**config.mk**
```make
export PLATFORM = sky130hd
export DESIGN_NAME = unidad_control_multiciclo_flat
export DESIGN_NICKNAME = d
export VERILOG_FILES = /design/src/rtl/mips_pkg.sv /design/src/rtl/unidad_control_multiciclo_if.sv /design/src/rtl/decodificador_estado.sv /design/src/rtl/unidad_control_multiciclo.sv /design/src/flat_wrapper.sv
export SDC_FILE = /design/constraint.sdc
export NUM_CORES = 1
export LEC_CHECK = 0
export BUFFER_PORTS_ARGS = -buffer_cell sky130_fd_sc_hd__buf_2
export CAP_MARGIN = 5
export CORE_MARGIN = 5
export CORE_UTILIZATION = 44
export DETAILED_ROUTE_END_ITERATION = 7
export GPL_ROUTABILITY_DRIVEN = 1
export HOLD_SLACK_MARGIN = 0.08
export PLACE_DENSITY = 0.8
export SETUP_SLACK_MARGIN = 0.1
export SLEW_MARGIN = 20
export SYNTH_ARGS = -nofsm -noshare
export SYNTH_HDL_FRONTEND = slang
export SYNTH_HIERARCHICAL = 1
export SYNTH_SLANG_ARGS = --single-unit
```
**constraint.sdc**
```tcl
create_clock -name clk -period 1.7 [get_ports clk]
set_input_delay 0 -clock clk [delete_from_list [all_inputs] [get_ports clk]]
set_output_delay 0 -clock clk [all_outputs]
set_load 0.01 [all_outputs]
```
**src/rtl/mips_pkg.sv**
```systemverilog
// Shared MIPS32 control definitions: state encoding, opcodes and datapath select codes.
// States 10/11 exist only when ADDI_SUPPORT_EN is defined.
package mips_pkg;

    typedef enum logic [3:0] {
        FETCH     = 4'd0,
        DECODE    = 4'd1,
        MEM_ADDR  = 4'd2,
        MEM_READ  = 4'd3,
        MEM_WB    = 4'd4,
        MEM_WRITE = 4'd5,
        EXEC      = 4'd6,
        R_WB      = 4'd7,
        BRANCH    = 4'd8,
        JUMP      = 4'd9,
`ifdef ADDI_SUPPORT_EN
        ADDI_EXEC = 4'd10,
        ADDI_WB   = 4'd11,
`endif
        INICIO    = 4'd12
    } estado_t;

    localparam logic [5:0] OP_RTYPE = 6'b000000;
    localparam logic [5:0] OP_LW    = 6'b100011;
    localparam logic [5:0] OP_SW    = 6'b101011;
    localparam logic [5:0] OP_BEQ   = 6'b000100;
    localparam logic [5:0] OP_J     = 6'b000010;
    localparam logic [5:0] OP_ADDI  = 6'b001000;

    localparam logic [1:0] ALUOP_ADD   = 2'b00;
    localparam logic [1:0] ALUOP_SUB   = 2'b01;
    localparam logic [1:0] ALUOP_FUNCT = 2'b10;

    localparam logic [1:0] PCSRC_ALU    = 2'b00;
    localparam logic [1:0] PCSRC_ALUOUT = 2'b01;
    localparam logic [1:0] PCSRC_JUMP   = 2'b10;

    localparam logic [1:0] SRCB_REGB    = 2'b00;
    localparam logic [1:0] SRCB_CONST4  = 2'b01;
    localparam logic [1:0] SRCB_IMM     = 2'b10;
    localparam logic [1:0] SRCB_IMM_SH2 = 2'b11;

    // fetch_commit marks the strobes that only fire once the instruction fetch completes.
    typedef struct packed {
        logic       pc_write;
        logic       pc_write_cond;
        logic       iord;
        logic       mem_read;
        logic       mem_write;
        logic       mem_to_reg;
        logic       fetch_commit;
        logic       alu_src_a;
        logic       reg_write;
        logic       reg_dst;
        logic [1:0] pc_source;
        logic [1:0] alu_src_b;
        logic [1:0] alu_op;
    } ctrl_t;

    localparam ctrl_t CTRL_NONE = '0;

endpackage

```
**src/rtl/unidad_control_multiciclo_if.sv**
```systemverilog
// Control/datapath bundle of the multicycle control unit.
// master = control unit, slave = datapath side.
interface unidad_control_multiciclo_if #(
    parameter int OPC_W = 6
);
    logic [OPC_W-1:0] opcode;
    logic             cero;
    logic             mem_listo;
    logic             PCWrite;
    logic             PCWriteCond;
    logic             IorD;
    logic             MemRead;
    logic             MemWrite;
    logic             MemtoReg;
    logic             IRWrite;
    logic             ALUSrcA;
    logic             RegWrite;
    logic             RegDst;
    logic [1:0]       PCSource;
    logic [1:0]       ALUSrcB;
    logic [1:0]       ALUOp;
    logic             opcode_ilegal;
    logic [3:0]       estado;

    modport master (
        input  opcode, mem_listo,
        output PCWrite, PCWriteCond, IorD, MemRead, MemWrite, MemtoReg,
               IRWrite, ALUSrcA, RegWrite, RegDst, PCSource, ALUSrcB,
               ALUOp, opcode_ilegal, estado
    );

    // The zero flag only reaches the PC through PCWriteCond in the datapath.
    modport slave (
        output opcode, cero, mem_listo,
        input  PCWrite, PCWriteCond, IorD, MemRead, MemWrite, MemtoReg,
               IRWrite, ALUSrcA, RegWrite, RegDst, PCSource, ALUSrcB,
               ALUOp, opcode_ilegal, estado
    );
endinterface

```
**src/rtl/decodificador_estado.sv**
```systemverilog
// Purely combinational state -> control-word decoder of the multicycle control unit.
// ADDI_SUPPORT_EN adds the decode of ADDI_EXEC/ADDI_WB.
module decodificador_estado
    import mips_pkg::*;
(
    input  estado_t i_estado,
    output ctrl_t   o_ctrl
);

    always_comb begin
        o_ctrl = CTRL_NONE;
        case (i_estado)
            FETCH: begin
                o_ctrl.mem_read     = 1'b1;
                o_ctrl.fetch_commit = 1'b1;
                o_ctrl.alu_src_b    = SRCB_CONST4;
                o_ctrl.alu_op       = ALUOP_ADD;
                o_ctrl.pc_source    = PCSRC_ALU;
            end
            DECODE: begin
                o_ctrl.alu_src_b = SRCB_IMM_SH2;
                o_ctrl.alu_op    = ALUOP_ADD;
            end
            MEM_ADDR: begin
                o_ctrl.alu_src_a = 1'b1;
                o_ctrl.alu_src_b = SRCB_IMM;
                o_ctrl.alu_op    = ALUOP_ADD;
            end
            MEM_READ: begin
                o_ctrl.mem_read = 1'b1;
                o_ctrl.iord     = 1'b1;
            end
            MEM_WB: begin
                o_ctrl.reg_write  = 1'b1;
                o_ctrl.mem_to_reg = 1'b1;
            end
            MEM_WRITE: begin
                o_ctrl.iord      = 1'b1;
                o_ctrl.mem_write = 1'b1;
            end
            EXEC: begin
                o_ctrl.alu_src_a = 1'b1;
                o_ctrl.alu_src_b = SRCB_REGB;
                o_ctrl.alu_op    = ALUOP_FUNCT;
            end
            R_WB: begin
                o_ctrl.reg_dst   = 1'b1;
                o_ctrl.reg_write = 1'b1;
            end
            BRANCH: begin
                o_ctrl.alu_src_a     = 1'b1;
                o_ctrl.alu_src_b     = SRCB_REGB;
                o_ctrl.alu_op        = ALUOP_SUB;
                o_ctrl.pc_write_cond = 1'b1;
                o_ctrl.pc_source     = PCSRC_ALUOUT;
            end
            JUMP: begin
                o_ctrl.pc_write  = 1'b1;
                o_ctrl.pc_source = PCSRC_JUMP;
            end
`ifdef ADDI_SUPPORT_EN
            ADDI_EXEC: begin
                o_ctrl.alu_src_a = 1'b1;
                o_ctrl.alu_src_b = SRCB_IMM;
                o_ctrl.alu_op    = ALUOP_ADD;
            end
            ADDI_WB: begin
                o_ctrl.reg_write = 1'b1;
            end
`endif
            default: o_ctrl = CTRL_NONE;
        endcase
    end

endmodule

```
**src/rtl/unidad_control_multiciclo.sv**
```systemverilog
// Multicycle main control FSM for the MIPS32 core: state register, next-state logic, strobes.
// Optional: ADDI_SUPPORT_EN enables the addi path (ADDI_EXEC/ADDI_WB); otherwise addi is illegal.
module unidad_control_multiciclo
    import mips_pkg::*;
#(
    parameter int OPC_W = 6
) (
    input  logic                         clk,
    input  logic                         reset_n,
    unidad_control_multiciclo_if.master  bus
);

    estado_t r_estado;
    estado_t w_estado_sig;
    logic    w_ilegal;
    logic    w_commit;
    ctrl_t   w_ctrl;

    always_ff @(posedge clk or negedge reset_n) begin
        if (!reset_n) begin
            r_estado <= INICIO;
        end else begin
            r_estado <= w_estado_sig;
        end
    end

    // The IR holds the opcode stable, so MEM_ADDR can re-read it to pick lw vs sw.
    always_comb begin
        w_estado_sig = r_estado;
        w_ilegal     = 1'b0;
        case (r_estado)
            INICIO:    w_estado_sig = FETCH;
            FETCH:     if (bus.mem_listo) w_estado_sig = DECODE;
            DECODE: begin
                if (bus.opcode == OPC_W'(OP_RTYPE)) begin
                    w_estado_sig = EXEC;
                end else if (bus.opcode == OPC_W'(OP_LW) || bus.opcode == OPC_W'(OP_SW)) begin
                    w_estado_sig = MEM_ADDR;
                end else if (bus.opcode == OPC_W'(OP_BEQ)) begin
                    w_estado_sig = BRANCH;
                end else if (bus.opcode == OPC_W'(OP_J)) begin
                    w_estado_sig = JUMP;
`ifdef ADDI_SUPPORT_EN
                end else if (bus.opcode == OPC_W'(OP_ADDI)) begin
                    w_estado_sig = ADDI_EXEC;
`endif
                end else begin
                    w_estado_sig = FETCH;
                    w_ilegal     = 1'b1;
                end
            end
            MEM_ADDR:  w_estado_sig = (bus.opcode == OPC_W'(OP_SW)) ? MEM_WRITE : MEM_READ;
            MEM_READ:  if (bus.mem_listo) w_estado_sig = MEM_WB;
            MEM_WB:    w_estado_sig = FETCH;
            MEM_WRITE: if (bus.mem_listo) w_estado_sig = FETCH;
            EXEC:      w_estado_sig = R_WB;
            R_WB:      w_estado_sig = FETCH;
            BRANCH:    w_estado_sig = FETCH;
            JUMP:      w_estado_sig = FETCH;
`ifdef ADDI_SUPPORT_EN
            ADDI_EXEC: w_estado_sig = ADDI_WB;
            ADDI_WB:   w_estado_sig = FETCH;
`endif
            default:   w_estado_sig = FETCH;
        endcase
    end

    decodificador_estado u_decodificador_estado (
        .i_estado (r_estado),
        .o_ctrl   (w_ctrl)
    );

    // IR and PC only latch the fetched word in the cycle memory delivers it.
    assign w_commit = w_ctrl.fetch_commit & bus.mem_listo;

    assign bus.PCWrite       = w_ctrl.pc_write | w_commit;
    assign bus.IRWrite       = w_commit;
    assign bus.PCWriteCond   = w_ctrl.pc_write_cond;
    assign bus.IorD          = w_ctrl.iord;
    assign bus.MemRead       = w_ctrl.mem_read;
    assign bus.MemWrite      = w_ctrl.mem_write;
    assign bus.MemtoReg      = w_ctrl.mem_to_reg;
    assign bus.ALUSrcA       = w_ctrl.alu_src_a;
    assign bus.RegWrite      = w_ctrl.reg_write;
    assign bus.RegDst        = w_ctrl.reg_dst;
    assign bus.PCSource      = w_ctrl.pc_source;
    assign bus.ALUSrcB       = w_ctrl.alu_src_b;
    assign bus.ALUOp         = w_ctrl.alu_op;
    assign bus.opcode_ilegal = w_ilegal;
    assign bus.estado        = r_estado;

endmodule

```
**src/flat_wrapper.sv**
```systemverilog
// flat-port wrapper written by rule: the top's interface ports become plain ports
module unidad_control_multiciclo_flat import mips_pkg::*;
#(
    parameter int OPC_W = 6
)
  (clk, reset_n, bus_opcode, bus_mem_listo, bus_PCWrite, bus_PCWriteCond, bus_IorD, bus_MemRead, bus_MemWrite, bus_MemtoReg, bus_IRWrite, bus_ALUSrcA, bus_RegWrite, bus_RegDst, bus_PCSource, bus_ALUSrcB, bus_ALUOp, bus_opcode_ilegal, bus_estado);
  unidad_control_multiciclo_if #(.OPC_W(OPC_W)) bus_i ();
  input  logic clk;
  input  logic reset_n;
  input wire logic [$bits(bus_i.opcode)-1:0] bus_opcode;
  input wire logic [$bits(bus_i.mem_listo)-1:0] bus_mem_listo;
  output wire logic [$bits(bus_i.PCWrite)-1:0] bus_PCWrite;
  output wire logic [$bits(bus_i.PCWriteCond)-1:0] bus_PCWriteCond;
  output wire logic [$bits(bus_i.IorD)-1:0] bus_IorD;
  output wire logic [$bits(bus_i.MemRead)-1:0] bus_MemRead;
  output wire logic [$bits(bus_i.MemWrite)-1:0] bus_MemWrite;
  output wire logic [$bits(bus_i.MemtoReg)-1:0] bus_MemtoReg;
  output wire logic [$bits(bus_i.IRWrite)-1:0] bus_IRWrite;
  output wire logic [$bits(bus_i.ALUSrcA)-1:0] bus_ALUSrcA;
  output wire logic [$bits(bus_i.RegWrite)-1:0] bus_RegWrite;
  output wire logic [$bits(bus_i.RegDst)-1:0] bus_RegDst;
  output wire logic [$bits(bus_i.PCSource)-1:0] bus_PCSource;
  output wire logic [$bits(bus_i.ALUSrcB)-1:0] bus_ALUSrcB;
  output wire logic [$bits(bus_i.ALUOp)-1:0] bus_ALUOp;
  output wire logic [$bits(bus_i.opcode_ilegal)-1:0] bus_opcode_ilegal;
  output wire logic [$bits(bus_i.estado)-1:0] bus_estado;
  assign bus_i.opcode = bus_opcode;
  assign bus_i.mem_listo = bus_mem_listo;
  assign bus_PCWrite = bus_i.PCWrite;
  assign bus_PCWriteCond = bus_i.PCWriteCond;
  assign bus_IorD = bus_i.IorD;
  assign bus_MemRead = bus_i.MemRead;
  assign bus_MemWrite = bus_i.MemWrite;
  assign bus_MemtoReg = bus_i.MemtoReg;
  assign bus_IRWrite = bus_i.IRWrite;
  assign bus_ALUSrcA = bus_i.ALUSrcA;
  assign bus_RegWrite = bus_i.RegWrite;
  assign bus_RegDst = bus_i.RegDst;
  assign bus_PCSource = bus_i.PCSource;
  assign bus_ALUSrcB = bus_i.ALUSrcB;
  assign bus_ALUOp = bus_i.ALUOp;
  assign bus_opcode_ilegal = bus_i.opcode_ilegal;
  assign bus_estado = bus_i.estado;
  unidad_control_multiciclo #(.OPC_W(OPC_W)) u_core (.clk(clk), .reset_n(reset_n), .bus(bus_i));
endmodule
```
==> results of run 1 <==
## Yosys cell counts (3+ instances only)
cell	instances
nor2_1	6
a21oi_1	4
buf_4	3
nand4_1	3
nor2b_1	3
o21ai_0	3
nand3_1	3
nor3_1	5
## power breakdown
group | leakage [nW] | internal, mW | switching, mW
logic | 0.315 | 0.326 | 0.433
registers | 0.0478 | 0.125 | 0.0206
clock network | 0.0138 | 0.0791 | 0.0404
## layout make-up
type	instances	area [sq um]	share of cell area, %
tap	15	18.8	2.37
clock buffer	3	22.5	2.84
inverter	2	7.51	0.946
timing repair buffer	37	208	26.2
sequential	4	106	13.4
multi-input combinational	58	430	54.3
## per-stage QoR
stage | setup slack (ns) | instance area (sq um) | util (%)
finish | 0.185 | 793 | 61.7
global route | 0.0898 | 793 | 61.7
CTS | 0.102 | 768 | 59.8
detailed placement | 0.319 | 721 | 56.1
global placement | 0.336 | 721 | 56.1
floorplan | 0.109 | 584 | -
## critical path: stages (launching register included)
cell      delay, ns
dfstp_2        0.57
buf_4          0.19
nor4bb_1       0.08
or2_2          0.29
buf_2          0.14
## routing by layer
| metal | vias to the layer above | share of wire, % |
|---|---|---|
| li1 | 332 | - |
| met3 | 2 | 12 |
| met5 | - | 0 |
| met1 | 310 | 40 |
| met2 | 46 | 48 |
| met4 | 0 | 0.49 |
## timing repair
action                                 CTS  global route
setup endpoints to repair                1             3
pin swaps                                0             0
gates resized for setup                  0             2
hold buffers                             1             0
setup buffers                            2             2
endpoints found under the hold margin    4             0
## logic make-up (layout without fill, tap and decap cells)
group           Yosys count  after routing  share of synthesized area, %
xor+xnor                  3              3                          5.78
buf+inv                   8             42                          9.85
compound gates           15             15                          19.5
flops                     4              4                          17.6
simple gates             40             40                          47.3
## worst max path at each step
stage,end,slack (ns),cells after the start
2_1_floorplan,bus_PCWrite,0.11,4
5_1_grt,bus_opcode_ilegal,0.09,5
6_report,bus_PCWrite,0.18,4
3_3_place_gp,bus_opcode_ilegal,0.34,6
3_5_place_dp,bus_opcode_ilegal,0.32,6
4_1_cts,bus_PCWrite,0.10,4
==> results.sh, run 1 <==
export IMPL_outcome="complete, no violations"
export IMPL_worst_pin_slew_ns=0.367
export IMPL_synth_nets=79
export IMPL_grt_max_degree=21
export IMPL_p_leak_nw=0.377
export IMPL_r2r_end="u_core/bus.estado[3]"
export IMPL_synth_seq_cells=4
export IMPL_avgSynthCellArea_sq_um=8.35
export IMPL_post_route_period_util_pct=89.1
export IMPL_vias=690
export IMPL_use_met2_pct=28.0
export IMPL_end_kind="output port"
export IMPL_yosysTopAreaCellShare_pct=8.99
export IMPL_final_common_cell="buf_2"
export IMPL_critPathLaunch="u_core/bus.estado[2]"
export IMPL_tns_ns=0
export IMPL_maxClockFrequency_mhz=660
export IMPL_criticalPathCategory="flip-flop to output port"
export IMPL_syn_area_sq_um=584
export IMPL_whs_ns=0.0938
export IMPL_relSlewSlack_pct=75.2
export IMPL_vdd_drop_max_uv=877
export IMPL_fp_dieH_um=46.4
export IMPL_fp_dieW_um=46.4
export IMPL_cp_required_ns=1.70
export IMPL_critPathMaxFanout=8
export IMPL_grt_util_met3_pct=3.52
export IMPL_setup_viol=0
export IMPL_insertion_delay_ns=0.24
export IMPL_synth_edf_count=0
export IMPL_wl_per_cell_um=13.8
export IMPL_start_util_pct=45.5
export IMPL_grt_pass1_wl_um=2550
export IMPL_antennaDiodeCount=0
export IMPL_dp_hpwl_um=1180
export IMPL_drive_gt1_share_pct=50.0
export IMPL_yosysUniqueCellTypes=37
export IMPL_slew_viol_final=0
export IMPL_port_buffers=29
export IMPL_ios=30
export IMPL_drt_first_pass_iters=4
export IMPL_numCtsBuffers=3
export IMPL_busiest_layer="met2"
export IMPL_period_needed_ns=1.52
export IMPL_synth_area_leaders="dfstp_2, dfrtp_1, nor3_1"
export IMPL_antenna_left=0
export IMPL_dp_cells=111
export IMPL_use_met1_pct=19.3
export IMPL_largest_reg_flops=4
export IMPL_routed_wl_um=1650
export IMPL_core_area_sq_um=1280
export IMPL_cts_sinks=4
export IMPL_std_cell_rows=13
export IMPL_instances_no_fill=119
export IMPL_r2r_setup_slack_ns=0.28
export IMPL_n_fill_cell=129
export IMPL_drt_iter0_markers=16
export IMPL_fin_nets=115
export IMPL_htreeDepth=1
export IMPL_cts_clk_slew_worst_paths_ns=0.04
export IMPL_cts_tree="built"
export IMPL_powerDensity_nw_per_um2=1290
export IMPL_yosysTopAreaCell="dfstp_2"
export IMPL_r2r_cells=5
export IMPL_cts_buffer_depth=2
export IMPL_via_per_inst=5.80
export IMPL_antenna_found_initial=0
export IMPL_r2r_start="u_core/bus.estado[2]"
export IMPL_areaGrowthSynthToFinish_pct=35.8
export IMPL_rsz0062_at_grt="true"
export IMPL_hp_class="input port to asynchronous set/reset pin"
export IMPL_cp_start_kind="flip-flop"
export IMPL_hold_viol=0
export IMPL_final_cell_mix="buf_2, buf_4, nor2_1"
export IMPL_yosysSeqAreaShare_pct=17.6
export IMPL_grt_usage_pct=15.9
export IMPL_fp_dieArea_sq_um=2160
export IMPL_total_power_mw=1.02
export IMPL_overflow=0
export IMPL_synth_ff_type="dfstp_2"
export IMPL_root_buffer="clkbuf_4"
export IMPL_drc=0
export IMPL_fin_skew_ns=0.0119
export IMPL_gp_congestion=0.848
export IMPL_grt_pass1_vias=635
export IMPL_async_flop_share_pct=100
export IMPL_critPathArrivalTime_ns=1.52
export IMPL_synthCells=70
export IMPL_synth_warnings=6
export IMPL_max_cap_violations=0
Note: power is estimated with default switching activity, not from simulation.
==> run 2, diff against run 1 <==
Settings changed: CELL_PAD_IN_SITES_DETAIL_PLACEMENT from default to 1, CELL_PAD_IN_SITES_GLOBAL_PLACEMENT from default to 1, CORE_UTILIZATION 44 to 30, PLACE_DENSITY 0.8 to 0.78.
==> run 2 against run 1 <==
Against the previous run: combinational power increased by 8.3%; clock skew down 0.0074 ns; register-to-register slack got worse by 0.08 ns; die area increased by 36%; critical path depth is the same; sequential share of layout area is 0.87 points lower; routed wire length up 22%.
==> results.sh, run 2 (synthesis results as in run 1) <==
export IMPL_ios=30
export IMPL_drt_first_pass_iters=4
export IMPL_total_power_mw=1.13
export IMPL_drc=0
export IMPL_final_common_cell="buf_2"
export IMPL_final_area_sq_um=868
export IMPL_drt_iter0_markers=7
export IMPL_period_needed_ns=1.52
export IMPL_numCtsBuffers=3
export IMPL_wl_per_cell_um=14.9
export IMPL_hold_viol=0
export IMPL_insertion_delay_ns=0.24
export IMPL_grt_usage_pct=14.5
export IMPL_vdd_drop_max_uv=579
export IMPL_dp_hpwl_um=1500
export IMPL_via_per_inst=5.18
export IMPL_maxClockFrequency_mhz=659
export IMPL_worst_pin_slew_ns=0.541
export IMPL_cpPeakStageDelay_ns=0.58
export IMPL_htreeDepth=1
export IMPL_cp_start_kind="flip-flop"
export IMPL_antennaDiodeCount=0
export IMPL_antenna_found_initial=0
export IMPL_routed_wl_um=2010
export IMPL_tns_ns=0
export IMPL_slew_viol_final=0
export IMPL_cp_required_ns=1.70
export IMPL_vias=699
export IMPL_post_route_period_util_pct=89.3
export IMPL_grt_pass1_vias=721
export IMPL_r2r_cells=4
export IMPL_criticalPathCategory="flip-flop to output port"
export IMPL_root_buffer="clkbuf_4"
export IMPL_dpl_cell_area_sq_um=751
export IMPL_gp_congestion=0.897
export IMPL_whs_ns=0.105
export IMPL_port_buffers=29
export IMPL_cts_sinks=4
export IMPL_end_kind="output port"
export IMPL_n_fill_cell=238
export IMPL_fp_dieH_um=54.1
export IMPL_critPathMaxFanout=9
export IMPL_overflow=0
export IMPL_cts_buffer_depth=2
export IMPL_antenna_left=0
export IMPL_drive_gt1_share_pct=54.6
export IMPL_fp_dieW_um=54.1
export IMPL_setup_viol=0
export IMPL_fin_nets=119
export IMPL_max_cap_violations=0
export IMPL_grt_max_degree=15
export IMPL_areaGrowthSynthToFinish_pct=48.6
export IMPL_instances_no_fill=135
export IMPL_largest_reg_flops=4
export IMPL_rsz0062_at_grt="true"
export IMPL_final_cell_mix="buf_2, buf_4, nor2_1"
export IMPL_cts_clk_slew_worst_paths_ns=0.04
export IMPL_start_util_pct=30.7
export IMPL_fin_skew_ns=0.00448
export IMPL_fp_dieArea_sq_um=2930
export IMPL_p_leak_nw=0.400
export IMPL_powerDensity_nw_per_um2=1300
export IMPL_crit_chain="buf_4 -> nor4bb_2 -> or2_2 -> buf_2"
export IMPL_critPathSlowestCell="dfstp_2"
export IMPL_core_area_sq_um=1900
export IMPL_std_cell_rows=16
export IMPL_hp_class="input port to asynchronous set/reset pin"
export IMPL_critPathArrivalTime_ns=1.52
export IMPL_outcome="complete, no violations"
export IMPL_relSlewSlack_pct=63.5
export IMPL_dp_cells=125
export IMPL_grt_pass1_wl_um=3160
export IMPL_cts_tree="built"
==> run 2: cell types whose count changed in the layout (fill, tap and decap cells not counted), sizes merged <==
| cell | previous run | this run |
|---|---|---|
| buf | 36 | 40 |
==> run 2: layer usage <==
layer  up-vias  part of all wire (%)  global-route usage, %
met5         -                     0                      0
met4         0                     0                   4.98
met3         0                   7.4                   2.22
met2        24                    50                   25.7
met1       334                    43                   17.6
li1        341                     -                      -
==> run 2: layout make-up <==
class | instances | area, sq um | share of cell area (%)
Inverter | 2 | 7.51 | 0.865
Sequential cell | 4 | 109 | 12.5
Clock buffer | 3 | 22.5 | 2.59
Multi-Input combinational cell | 58 | 445 | 51.3
Timing Repair Buffer | 41 | 250 | 28.8
Tap cell | 27 | 33.8 | 3.89
==> run 2: repair_timing <==
| action | CTS | global route |
|---|---|---|
| hold buffers | 1 | 0 |
| pin swaps | 0 | 1 |
| setup endpoints to repair | 1 | 4 |
| hold endpoints to repair | 4 | 0 |
| gates resized for setup | 2 | 4 |
| setup buffers | 0 | 6 |
==> run 2: path summary, 6_finish.rpt <==
check / slack [ns] / to / from
max: 0.18 / bus_PCWrite / u_core/bus.estado[2]
min: 0.10 / u_core/bus.estado[0] / reset_n
max reg2reg: 0.20 / u_core/bus.estado[0] / u_core/bus.estado[1]
min reg2reg: 0.67 / u_core/bus.estado[2] / u_core/bus.estado[1]
max in group asynchronous: 1.38 / u_core/bus.estado[2] / reset_n
min in group clk: 0.11 / u_core/bus.estado[3] / bus_opcode[4]
==> run 2: metrics by stage <==
| step | util, % | setup WS, ns |
|---|---|---|
| after floorplan | - | 0.109 |
| after global placement | 39.5 | 0.259 |
| final | 45.7 | 0.181 |
| after global routing | 45.7 | 0.0523 |
| after CTS | 41.6 | 0.109 |
| after detailed placement | 39.5 | 0.219 |
==> run 2: worst max-delay path, delay by kind of cell (launching register included) <==
kind / cells / cell delay (ns)
DFF: 1 / 0.58
buffers and inverters: 2 / 0.35
and+or+nand+nor: 2 / 0.36
==> run 2: where the power goes <==
group	internal [mW]	leakage (nW)	switching (mW)
sequential	0.129	0.0450	0.0560
combinational	0.385	0.341	0.437
clock	0.0792	0.0138	0.0415
total	0.593	0.400	0.535
==> run 3, diff against run 2 <==
Settings changed: CORE_UTILIZATION 30 to 33, PLACE_DENSITY 0.78 to 0.85.
Clock period 1.7 ns to 1.85 ns, I/O delays scaled along.
==> run 3 against run 2 <==
Against the previous run: first-iteration DRC count is 57% higher; final area is 11% lower; routed wire length is 11% lower; clock skew is 0.0023 ns higher; largest cell class unchanged; critical path type unchanged; total power is 16% lower.
==> results.sh, run 3 (synthesis results as in run 1) <==
export IMPL_cts_sinks=4
export IMPL_antenna_found_initial=0
export IMPL_start_util_pct=34.2
export IMPL_final_area_sq_um=777
export IMPL_p_clk_share_pct=12.8
export IMPL_core_area_sq_um=1710
export IMPL_crit_chain="nor4_1 -> and2_1 -> or2_2 -> buf_2"
export IMPL_dpl_cell_area_sq_um=733
export IMPL_cts_tree="built"
export IMPL_std_cell_rows=15
export IMPL_vdd_drop_max_uv=406
export IMPL_root_buffer="clkbuf_4"
export IMPL_switchingPower_uw=460
export IMPL_period_needed_ns=1.62
export IMPL_cp_start_kind="flip-flop"
export IMPL_cpPeakStageDelay_ns=0.72
export IMPL_numCtsBuffers=3
export IMPL_grt_usage_pct=14.7
export IMPL_p_int_uw=485
export IMPL_rsz0062_at_grt="false"
export IMPL_grt_max_degree=20
export IMPL_critPathArrivalTime_ns=1.62
export IMPL_drt_iter0_markers=11
export IMPL_pwr_share_seq_pct=17.6
export IMPL_powerDensity_nw_per_um2=1220
export IMPL_largest_reg_flops=4
export IMPL_crit_buf_inv=1
export IMPL_setup_viol=0
export IMPL_cp_top_family="flip-flops"
export IMPL_htreeDepth=1
export IMPL_vias=661
export IMPL_drt_first_pass_iters=4
export IMPL_hp_class="input port to asynchronous set/reset pin"
export IMPL_relSlewSlack_pct=75.1
export IMPL_overflow=0
export IMPL_via_per_inst=5.25
export IMPL_port_buffers=29
export IMPL_insertion_delay_ns=0.24
export IMPL_post_route_period_util_pct=87.5
export IMPL_cp_depth=4
export IMPL_end_kind="output port"
export IMPL_wl_per_cell_um=14.2
export IMPL_criticalPathCategory="flip-flop to output port"
export IMPL_r2r_cells=4
export IMPL_cts_clk_slew_worst_paths_ns=0.04
export IMPL_antenna_left=0
export IMPL_gp_congestion=0.842
export IMPL_fin_skew_ns=0.00680
export IMPL_areaGrowthSynthToFinish_pct=33.0
export IMPL_switching_share_pct=48.7
export IMPL_hold_viol=0
export IMPL_tns_ns=0
export IMPL_critPathSlowestCell="dfstp_2"
export IMPL_final_common_cell="buf_2"
export IMPL_ios=30
export IMPL_dp_hpwl_um=1400
export IMPL_fp_dieH_um=52.1
export IMPL_n_fill_cell=224
export IMPL_drc=0
export IMPL_cts_buffer_depth=2
export IMPL_outcome="complete, no violations"
export IMPL_antennaDiodeCount=0
export IMPL_maxClockFrequency_mhz=618
export IMPL_grt_pass1_wl_um=2990
export IMPL_p_comb_share_pct=69.7
export IMPL_max_cap_violations=0
export IMPL_slew_viol_final=0
export IMPL_fp_dieArea_sq_um=2710
export IMPL_worst_pin_slew_ns=0.368
export IMPL_fin_nets=111
export IMPL_grt_pass1_vias=674
export IMPL_final_cell_mix="buf_2, nor2_1, nor3_1"
export IMPL_p_leak_nw=0.354
export IMPL_cts_setup_buffers=0
export IMPL_fp_dieW_um=52.1
export IMPL_drive_gt1_share_pct=48.5
export IMPL_routed_wl_um=1790
export IMPL_cp_required_ns=1.85
export IMPL_critPathMaxFanout=18
run 3: changes by cell type in the layout (fill, tap and decap cells not counted):
cell      before  now
buf_12         1    0
buf_4         10    3
clkbuf_1       0    1
dfrtp_1        0    1
dfrtp_2        2    1
dfstp_2        1    2
dfstp_4        1    0
nor4_2         0    1
nor4_4         1    0
nor4bb_1       0    1
nor4bb_2       1    0
run 3: cell type report:
type	instances	area, sq um	share of cell area (%)
sequential	4	104	13.4
clock buffer	4	26.3	3.38
multi-input combinational	58	430	55.4
tap	25	31.3	4.03
inverter	2	7.51	0.966
timing repair buffer	33	178	22.9
run 3: per-stage QoR:
stage | hold slack [ns] | power [mW] | worst slack (ns) | utilization, % | instances
after detailed placement | -0.192 | 0.817 | 0.364 | 42.9 | 121
after global placement | -0.192 | 0.785 | 0.456 | 42.9 | 121
after global routing | 0.0875 | 1.03 | 0.129 | 45.5 | 126
after floorplan | -0.296 | 0.606 | 0.259 | - | 70
after CTS | 0.0846 | 0.947 | 0.127 | 45.1 | 126
final | 0.0911 | 0.946 | 0.231 | 45.5 | 126
run 3: power groups by stage:
stage	Clock (mW)	Sequential, mW	Combinational [mW]
after global placement	0	0.158	0.627
after global routing	0.133	0.176	0.725
final	0.121	0.166	0.659
after detailed placement	0	0.164	0.653
after CTS	0.124	0.162	0.661
after floorplan	0	0.183	0.422
run 3: worst register-to-register path: cells and delay by family (launching register included):
family,cells,cell delay [ns]
flip-flops,1,0.70
AO/OA/AOI/OAI,2,0.37
AND/OR/NAND/NOR,2,0.36
run 3: routing by layer:
| layer | up-vias | GRT usage, % | share of wire [%] |
|---|---|---|---|
| li1 | 325 | - | - |
| met1 | 317 | 16.6 | 44 |
| met2 | 19 | 25.9 | 50 |
| met3 | 0 | 4.30 | 5.5 |
| met4 | 0 | 5.24 | 0 |
| met5 | - | 0 | 0 |
run 3: final timing paths:
kind,start,slack [ns],to
worst max-delay path,u_core/bus.estado[3],0.23,bus_PCWrite
worst min-delay path,reset_n,0.09,u_core/bus.estado[1]
worst max register to register,u_core/bus.estado[2],0.35,u_core/bus.estado[3]
worst min register to register,u_core/bus.estado[3],0.63,u_core/bus.estado[0]
max in group asynchronous,reset_n,1.55,u_core/bus.estado[3]
min in group clk,bus_opcode[4],0.09,u_core/bus.estado[3]
run 3: what timing repair did:
item                                    CTS  global route
gates resized for setup                   0             2
hold buffers                              1             0
endpoints found under the hold margin     4             0
endpoints found under the setup margin    0             2
